==> src/rtl/amo_mem_responder.sv <==
// Word-addressed data-memory responder with loads, stores, LR/SC and RMW atomics.
// Fronts a single-port synchronous RAM with one-cycle read latency.
package amo_pkg;
  typedef logic [3:0] id_t;

  typedef struct packed {
    logic       is_lr;
    logic       is_sc;
    logic       is_rmw;
    logic [4:0] op;
  } amo_details_t;

  typedef struct packed {
    logic [31:0]  addr;
    logic         load;
    logic         store;
    logic [3:0]   be;
    logic [2:0]   fn3;
    logic [31:0]  data_in;
    id_t          id;
    amo_details_t amo;
    logic         is_float;
    logic [1:0]   subunit_id;
  } data_access_shared_inputs_t;
endpackage

module amo_mem_responder
  import amo_pkg::*;
#(
  parameter int DEPTH_WORDS = 1024,
  localparam int AW = $clog2(DEPTH_WORDS)
) (
  input  logic                       clk,
  input  logic                       rst,
  input  logic                       req_valid,
  output logic                       req_ready,
  input  data_access_shared_inputs_t req,
  output logic                       resp_valid,
  output logic [31:0]                resp_data,
  output id_t                        resp_id,
  output logic                       ram_en,
  output logic [AW-1:0]              ram_addr,
  output logic [3:0]                 ram_we,
  output logic [31:0]                ram_wdata,
  input  logic [31:0]                ram_rdata
);

  typedef enum logic {
    IDLE,
    RMW_WRITE
  } state_t;

  state_t        state;
  logic          res_valid;
  logic [AW-1:0] res_addr;

  logic          pend;
  logic          pend_sc;
  logic          sc_fail;
  id_t           pend_id;

  logic [31:0]   rmw_data;
  logic [4:0]    rmw_op;
  id_t           rmw_id;
  logic [AW-1:0] rmw_addr;

  logic          accept;
  logic [AW-1:0] req_addr;
  logic          plain;
  logic          do_ld;
  logic          do_st;
  logic          do_lr;
  logic          do_sc;
  logic          do_rmw;
  logic          res_hit;
  logic          sc_ok;
  logic [31:0]   amo_new;

  logic          unused_bits;
  assign unused_bits = ^{req.fn3, req.is_float, req.subunit_id,
                         req.addr[31:AW+2], req.addr[1:0]};

  function automatic logic [31:0] amo_calc(
    input logic [4:0]  op,
    input logic [31:0] rs1,
    input logic [31:0] rs2
  );
    logic lt;
    logic ltu;
    lt  = $signed(rs1) < $signed(rs2);
    ltu = rs1 < rs2;
    case (op)
      5'b00000: amo_calc = rs1 + rs2;
      5'b00100: amo_calc = rs1 ^ rs2;
      5'b01100: amo_calc = rs1 & rs2;
      5'b01000: amo_calc = rs1 | rs2;
      5'b10000: amo_calc = lt  ? rs1 : rs2;
      5'b10100: amo_calc = lt  ? rs2 : rs1;
      5'b11000: amo_calc = ltu ? rs1 : rs2;
      5'b11100: amo_calc = ltu ? rs2 : rs1;
      default:  amo_calc = rs2;
    endcase
  endfunction

  assign req_ready = !rst && (state == IDLE);
  assign accept    = req_valid && req_ready;
  assign req_addr  = req.addr[AW+1:2];

  // RMW outranks SC outranks LR; plain ops only when no AMO flag is set
  assign plain  = accept && !(req.amo.is_rmw || req.amo.is_sc || req.amo.is_lr);
  assign do_rmw = accept && req.amo.is_rmw;
  assign do_sc  = accept && req.amo.is_sc && !req.amo.is_rmw;
  assign do_lr  = accept && req.amo.is_lr && !req.amo.is_sc && !req.amo.is_rmw;
  assign do_st  = plain && req.store;
  assign do_ld  = plain && req.load && !req.store;

  assign res_hit = res_valid && (res_addr == req_addr);
  assign sc_ok   = do_sc && res_hit;
  assign amo_new = amo_calc(rmw_op, ram_rdata, rmw_data);

  always_comb begin
    ram_en    = 1'b0;
    ram_we    = 4'h0;
    ram_wdata = req.data_in;
    ram_addr  = req_addr;
    if (state == RMW_WRITE) begin
      ram_addr  = rmw_addr;
      ram_wdata = amo_new;
      if (!rst) begin
        ram_en = 1'b1;
        ram_we = 4'hF;
      end
    end else begin
      unique case (1'b1)
        do_st: begin
          ram_en = 1'b1;
          ram_we = req.be;
        end
        do_ld, do_lr, do_rmw: begin
          ram_en = 1'b1;
        end
        sc_ok: begin
          ram_en = 1'b1;
          ram_we = 4'hF;
        end
        default: ;
      endcase
    end
  end

  assign resp_valid = !rst && (pend || state == RMW_WRITE);
  assign resp_id    = (state == RMW_WRITE) ? rmw_id : pend_id;

  always_comb begin
    resp_data = ram_rdata;
    if (state == IDLE && pend_sc) begin
      resp_data = {31'd0, sc_fail};
    end
  end

  always_ff @(posedge clk) begin
    if (rst) begin
      state     <= IDLE;
      res_valid <= 1'b0;
      pend      <= 1'b0;
      pend_sc   <= 1'b0;
    end else begin
      pend    <= do_ld || do_lr || do_sc;
      pend_sc <= do_sc;
      unique case (state)
        IDLE:      if (do_rmw) state <= RMW_WRITE;
        RMW_WRITE: state <= IDLE;
        default:   state <= IDLE;
      endcase
      if (do_lr) begin
        res_valid <= 1'b1;
        res_addr  <= req_addr;
      end else if (do_sc || ((do_st || do_rmw) && res_hit)) begin
        res_valid <= 1'b0;
      end
    end
  end

  always_ff @(posedge clk) begin
    if (accept) begin
      pend_id <= req.id;
      sc_fail <= !res_hit;
    end
    if (do_rmw) begin
      rmw_data <= req.data_in;
      rmw_op   <= req.amo.op;
      rmw_id   <= req.id;
      rmw_addr <= req_addr;
    end
  end

endmodule

==> config.mk <==
export PLATFORM = sky130hd
export DESIGN_NAME = amo_mem_responder
export DESIGN_NICKNAME = d
export VERILOG_FILES = /design/src/rtl/amo_mem_responder.sv
export SDC_FILE = /design/constraint.sdc
export NUM_CORES = 1
export LEC_CHECK = 0
export CAP_MARGIN = 25
export CELL_PAD_IN_SITES_DETAIL_PLACEMENT = 1
export CELL_PAD_IN_SITES_GLOBAL_PLACEMENT = 1
export CORE_MARGIN = 2
export CORE_UTILIZATION = 40
export DETAILED_ROUTE_END_ITERATION = 7
export PLACE_DENSITY_LB_ADDON = 0.1
export SLEW_MARGIN = 20
export SYNTH_ARGS = -nofsm -noshare
export SYNTH_HDL_FRONTEND = slang
export SYNTH_SLANG_ARGS = --single-unit
export TNS_END_PERCENT = 1
==> constraint.sdc <==
create_clock -name clk -period 7.3 [get_ports clk]
set_input_delay 1.46 -clock clk [delete_from_list [all_inputs] [get_ports clk]]
set_output_delay 1.46 -clock clk [all_outputs]
set_load 0.05 [all_outputs]
* After elaboration in Yosys (flattened, before gate mapping)
Index checks and enable logic that the tools add are counted.
Word-level totals: bits in registers 70, input bits 123, output and inout bits 85, word-level logic and storage cells 80
Cells by class: add/sub/neg operators 1, $lt $le $gt $ge 2, eq/ne operators 8, mux-type cells 19, bitwise operators 5, reductions and logical operators 34
Operator list (number):
- 32-bit one-hot mux with 8 select lines | 1
- 32-bit 2-to-1 mux | 6
- 32-bit less-than comparator | 2
- 32-bit adder | 1
- 32-bit AND | 1
- 32-bit bitwise OR | 1
- 32-bit XOR | 1
- 5-bit equality test (second input constant) | 4
- 1-bit logical AND | 17
- 4-bit 2-to-1 mux | 3
- 10-bit equality test | 1
- 5-bit by 4-bit equality test with 1-bit output (second input constant) | 2
- 10-bit 2-to-1 mux | 1
- 4-bit one-hot mux with 2 select lines | 1
- 1-bit logical OR | 7
- 1-bit zero test | 6
- 1-bit 2-to-1 mux | 6
- 5-bit by 3-bit equality test with 1-bit output (second input constant) | 1
- 5-bit zero test | 1
- 5-bit OR reduction | 1
- 1-bit inverter | 2
- 1-bit one-hot mux with 2 select lines | 1
- 2-bit AND reduction | 1
- 2-bit nonzero test | 1

* Depth between registers and ports, before layout
depth after elaboration 10, mapped depth 14, mapped depth without buffers 11

* Least setup slack after synthesis
OpenSTA, ideal clock, no wires.
kind input to output, start point input ram_rdata[8], end point output ram_wdata[23], data arrival time 4.795 ns, data required time 5.840 ns, path slack 1.045 ns, stages 12, buffers on the path 1, cell sequence inv_1 ha_1 clkbuf_1 a21oi_1 o21ai_0 nor3b_1 or3_1 a22oi_1 nor4b_1 o21ai_0 a31o_2 a211oi_1
Between the ends: cells in the longest elaborated chain, start to end 4, elaborated cells on any way between the ends 9, those cells by class add/sub (1); order compare (2); mux (6)
Ends and longest elaborated chain:
- from (decl) | RTL line 45 | input logic [31:0] ram_rdata
- 32-bit less-than comparator (on tied branches) | RTL line 91, 90
- 32-bit 2-to-1 mux (on tied branches)
- 32-bit one-hot mux with 8 select lines * | RTL line 92 | case (op)
- 32-bit 2-to-1 mux * | RTL line 126 | if (state == RMW_WRITE) begin
- to (decl) | RTL line 44 | output logic [31:0] ram_wdata,
Mark *: on every way between the ends. The rest lies on a longest branch, timed or not.

* Final worst setup path
start point input ram_rdata[5], end point output ram_wdata[30]
The elaborated chain is that of the path after synthesis.

==> impl_metrics.csv <==
group,metric,value,unit
final_layout,final_layout_size_suffix_gt1_share,11.5,%
final_layout,area_growth_syn_to_layout,33.5,%
final_layout,final_core_util,54.8,%
placement,numPortBuffers,179,
drt,wl,28600,µm
outcome,status,"complete, no violations",
clocking,clock_tree.buffer_depth,2,
clocking,htreeDepth,3,
floorplan,rows,50,
critical_path,required,5.84,ns
floorplan,core,0.0188,mm²
final_layout,mostFrequentLayoutCells,"147 x clkdlybuf4s50_1, 102 x a21oi_1, 96 x ha_1",
min_path,hold_path_class,"register to register",
grt,grt_max_degree,52,
clocking,ctsResizeCount,0,
yosys,synth_flop_cell,"edfxtp_1",
yosys,synth_cell_type_count,74,
yosys,synth_xor_area_share,4.37,%
timing,finalCritPeriodShare,93.6,%
power,vdd_drop_max,0.000165,V
timing,grt_setup_unrepaired,"false",
yosys,netlist_area,0.00773,mm²
timing,maxSlewHeadroom,34.6,%
critical_path,end_kind,"primary output",
yosys,synthesis.nets,1127,
timing,setup-violations-final,0,
yosys,synth-seq-cells,70,
yosys,yosysSeqAreaShare,26.7,%
timing,slew_violations,0,
grt,grt_pass1_wl,44900,µm
yosys,syn_area_per_cell,8.52,µm²
drt,drtIter0Drc,416,
timing,finalHoldViolations,0,
yosys,ys_warn_count,0,
yosys,async_reset_ff_share,0,%
yosys,synth_compound_area_share,27.5,%
grt,grt_pass1_vias,8203,
critical_path,slowest_stage,"a211oi_1",
floorplan,start_util,41.1,%
power,leakagePower,4.21,nW
critical_path,crit_chain,"clkdlybuf4s50_1 > inv_1 > ha_1 > o211ai_1 > o21ai_0 > nand3_1 > a211oi_1 > nor2_1 > o221ai_1 > xnor2_1 > a22oi_1 > a21oi_1 > buf_12",
drt,vias,7770,
floorplan,ios,208,
yosys,syn-instance-count,907,
yosys,synth-edff-count,66,
yosys,synth_fa_ha_area_share,15.8,%
run,drv_cap,0,
power,power.density,143,mW/mm²
drt,wl_per_cell,21.6,µm
clocking,cts_buffers,9,
clocking,clkSlewWorstSetupHoldPaths,0.07,ns
final_layout,n_antenna_cell,0,
yosys,muxShareOfSynthArea,3.51,%
placement,globalplace.congestion,0.914,
yosys,synth_simple_gate_area_share,14.3,%
critical_path,crit_arrival,5.37,ns
floorplan,die_area,0.0205,mm²
floorplan,die-height,143,µm
drt,first_pass_iters,5,
timing,tightestPinTransition,0.977,ns
drt,drtAntennaViolNets,0,
grt,grt_overflow_total,0,
clocking,root_buffer,"clkbuf_16",
critical_path,critPathLaunchType,"primary input",
placement,hpwlAfterDp,21000,µm
clocking,ctsHoldBuffers,0,
drt,route.detailed.drc,0,
timing,fin_worst_skew,0.00948,ns
clocking,cts_setup_buffers,0,
final_layout,layout_commonest_cell,"clkdlybuf4s50_1",
floorplan,die_w,143,µm
timing,max_freq,0.146,GHz
grt,antenna_found_initial,0,
critical_path,cp_max_fo,9,
yosys,synth_top_family_by_area,"compound AO/OA/AOI/OAI gates",
drt,vias_per_cell,5.86,
grt,grt_usage,28.2,%
timing,setup-tns-final,0,ns
clocking,cts_tree,"built",
critical_path,slowest_delay,0.69,ns
final_layout,nets,1280,
clocking,cts.sinks,70,
clocking,clkLatencyLatePin,0.36,ns
critical_path,crit_type,"primary input to primary output",
timing,layout_min_cycle_time,6.83,ns
worst max-delay path, delay by kind of cell:
kind,cells,cell delay [ns]
and+or+nand+nor,2,0.52
AOI/OAI and AO/OA,6,1.93
buffers and inverters,3,0.79
xor gates and xnor gates,1,0.17
adders and majority gates,1,0.49
sequential cells by signal (all words and copies together) (netlist names):
register	count
res_addr	10
rmw_data	32
res_valid	1
rmw_op	5
rmw_id	4
pend_id	4
state	1
pend_sc	1
pend	1
sc_fail	1
rmw_addr	10
synth_stat cells, types with 8 or more instances:
| cell | n | area (µm²) |
|---|---|---|
| nand4_1 | 8 | 50.1 |
| a21o_1 | 11 | 82.6 |
| a22oi_1 | 8 | 60.1 |
| mux2i_1 | 8 | 80.1 |
| buf_2 | 13 | 65.1 |
| o211ai_1 | 20 | 150 |
| mux2_2 | 17 | 191 |
| a211oi_1 | 14 | 105 |
| and3_1 | 8 | 50.1 |
| clkbuf_1 | 40 | 150 |
| nand2_1 | 48 | 180 |
| nor2b_1 | 11 | 68.8 |
| nor2_1 | 65 | 244 |
| ha_1 | 96 | 1200 |
| inv_1 | 81 | 304 |
| a221oi_1 | 27 | 236 |
| edfxtp_1 | 66 | 1980 |
| nor3_1 | 13 | 65.1 |
| nand3_1 | 11 | 55.1 |
| xnor2_1 | 22 | 193 |
| o21ai_0 | 56 | 280 |
| xor2_1 | 14 | 123 |
| o22ai_1 | 25 | 156 |
| a31oi_1 | 9 | 56.3 |
| a21oi_1 | 102 | 510 |
cells by family after synthesis:
logic type	after synthesis
compound gates	320
xor+xnor	37
fa+ha+maj	97
buf+inv	145
flops	70
mux	25
simple gates	213
worst paths after layout:
path / startpoint / end / slack (ns) / cells after the start
min: res_valid / sc_fail / 0.60 / 1
min reg2reg: res_valid / sc_fail / 0.60 / 1
max reg2reg: state / res_valid / 4.63 / 7
max: ram_rdata[5] / ram_wdata[30] / 0.47 / 13
power by group:
| group | internal (mW) | switching, mW | total, mW |
|---|---|---|---|
| combinational | 0.219 | 0.326 | 0.545 |
| clock | 0.244 | 0.228 | 0.472 |
| sequential | 0.451 | 0.00847 | 0.460 |
routing by layer:
layer | up-vias | global-route usage [%] | share of wire [%]
li1 | 3658 | - | -
met1 | 3847 | 36.1 | 43
met4 | 0 | 9.43 | 2.2
met2 | 227 | 47.5 | 48
met5 | - | 0 | 0
met3 | 38 | 5.84 | 5.9
layout make-up:
type | count | area, µm²
clock buffers | 9 | 225
clock inverters | 7 | 73.8
fillers | 2212 | 8510
inverters | 82 | 308
multi-input cells | 692 | 5090
flip-flops and latches | 70 | 2060
well taps | 260 | 325
repair buffers | 205 | 2240
per-stage QoR:
stage / std cells / area [µm²] / hold slack, ns / worst slack (ns) / total power [mW]
3_5_place_dp: 1308 / 10000 / 0.554 / 0.540 / 1.01
6_report: 1325 / 10300 / 0.596 / 0.470 / 1.48
2_1_floorplan: 907 / 7730 / 0.471 / 1.04 / 0.783
3_3_place_gp: 1308 / 10000 / 0.497 / 0.575 / 1.00
5_1_grt: 1325 / 10300 / 0.609 / 0.216 / 1.54
4_1_cts: 1324 / 10300 / 0.603 / 0.531 / 1.48
(Power assumes the default switching activity.)
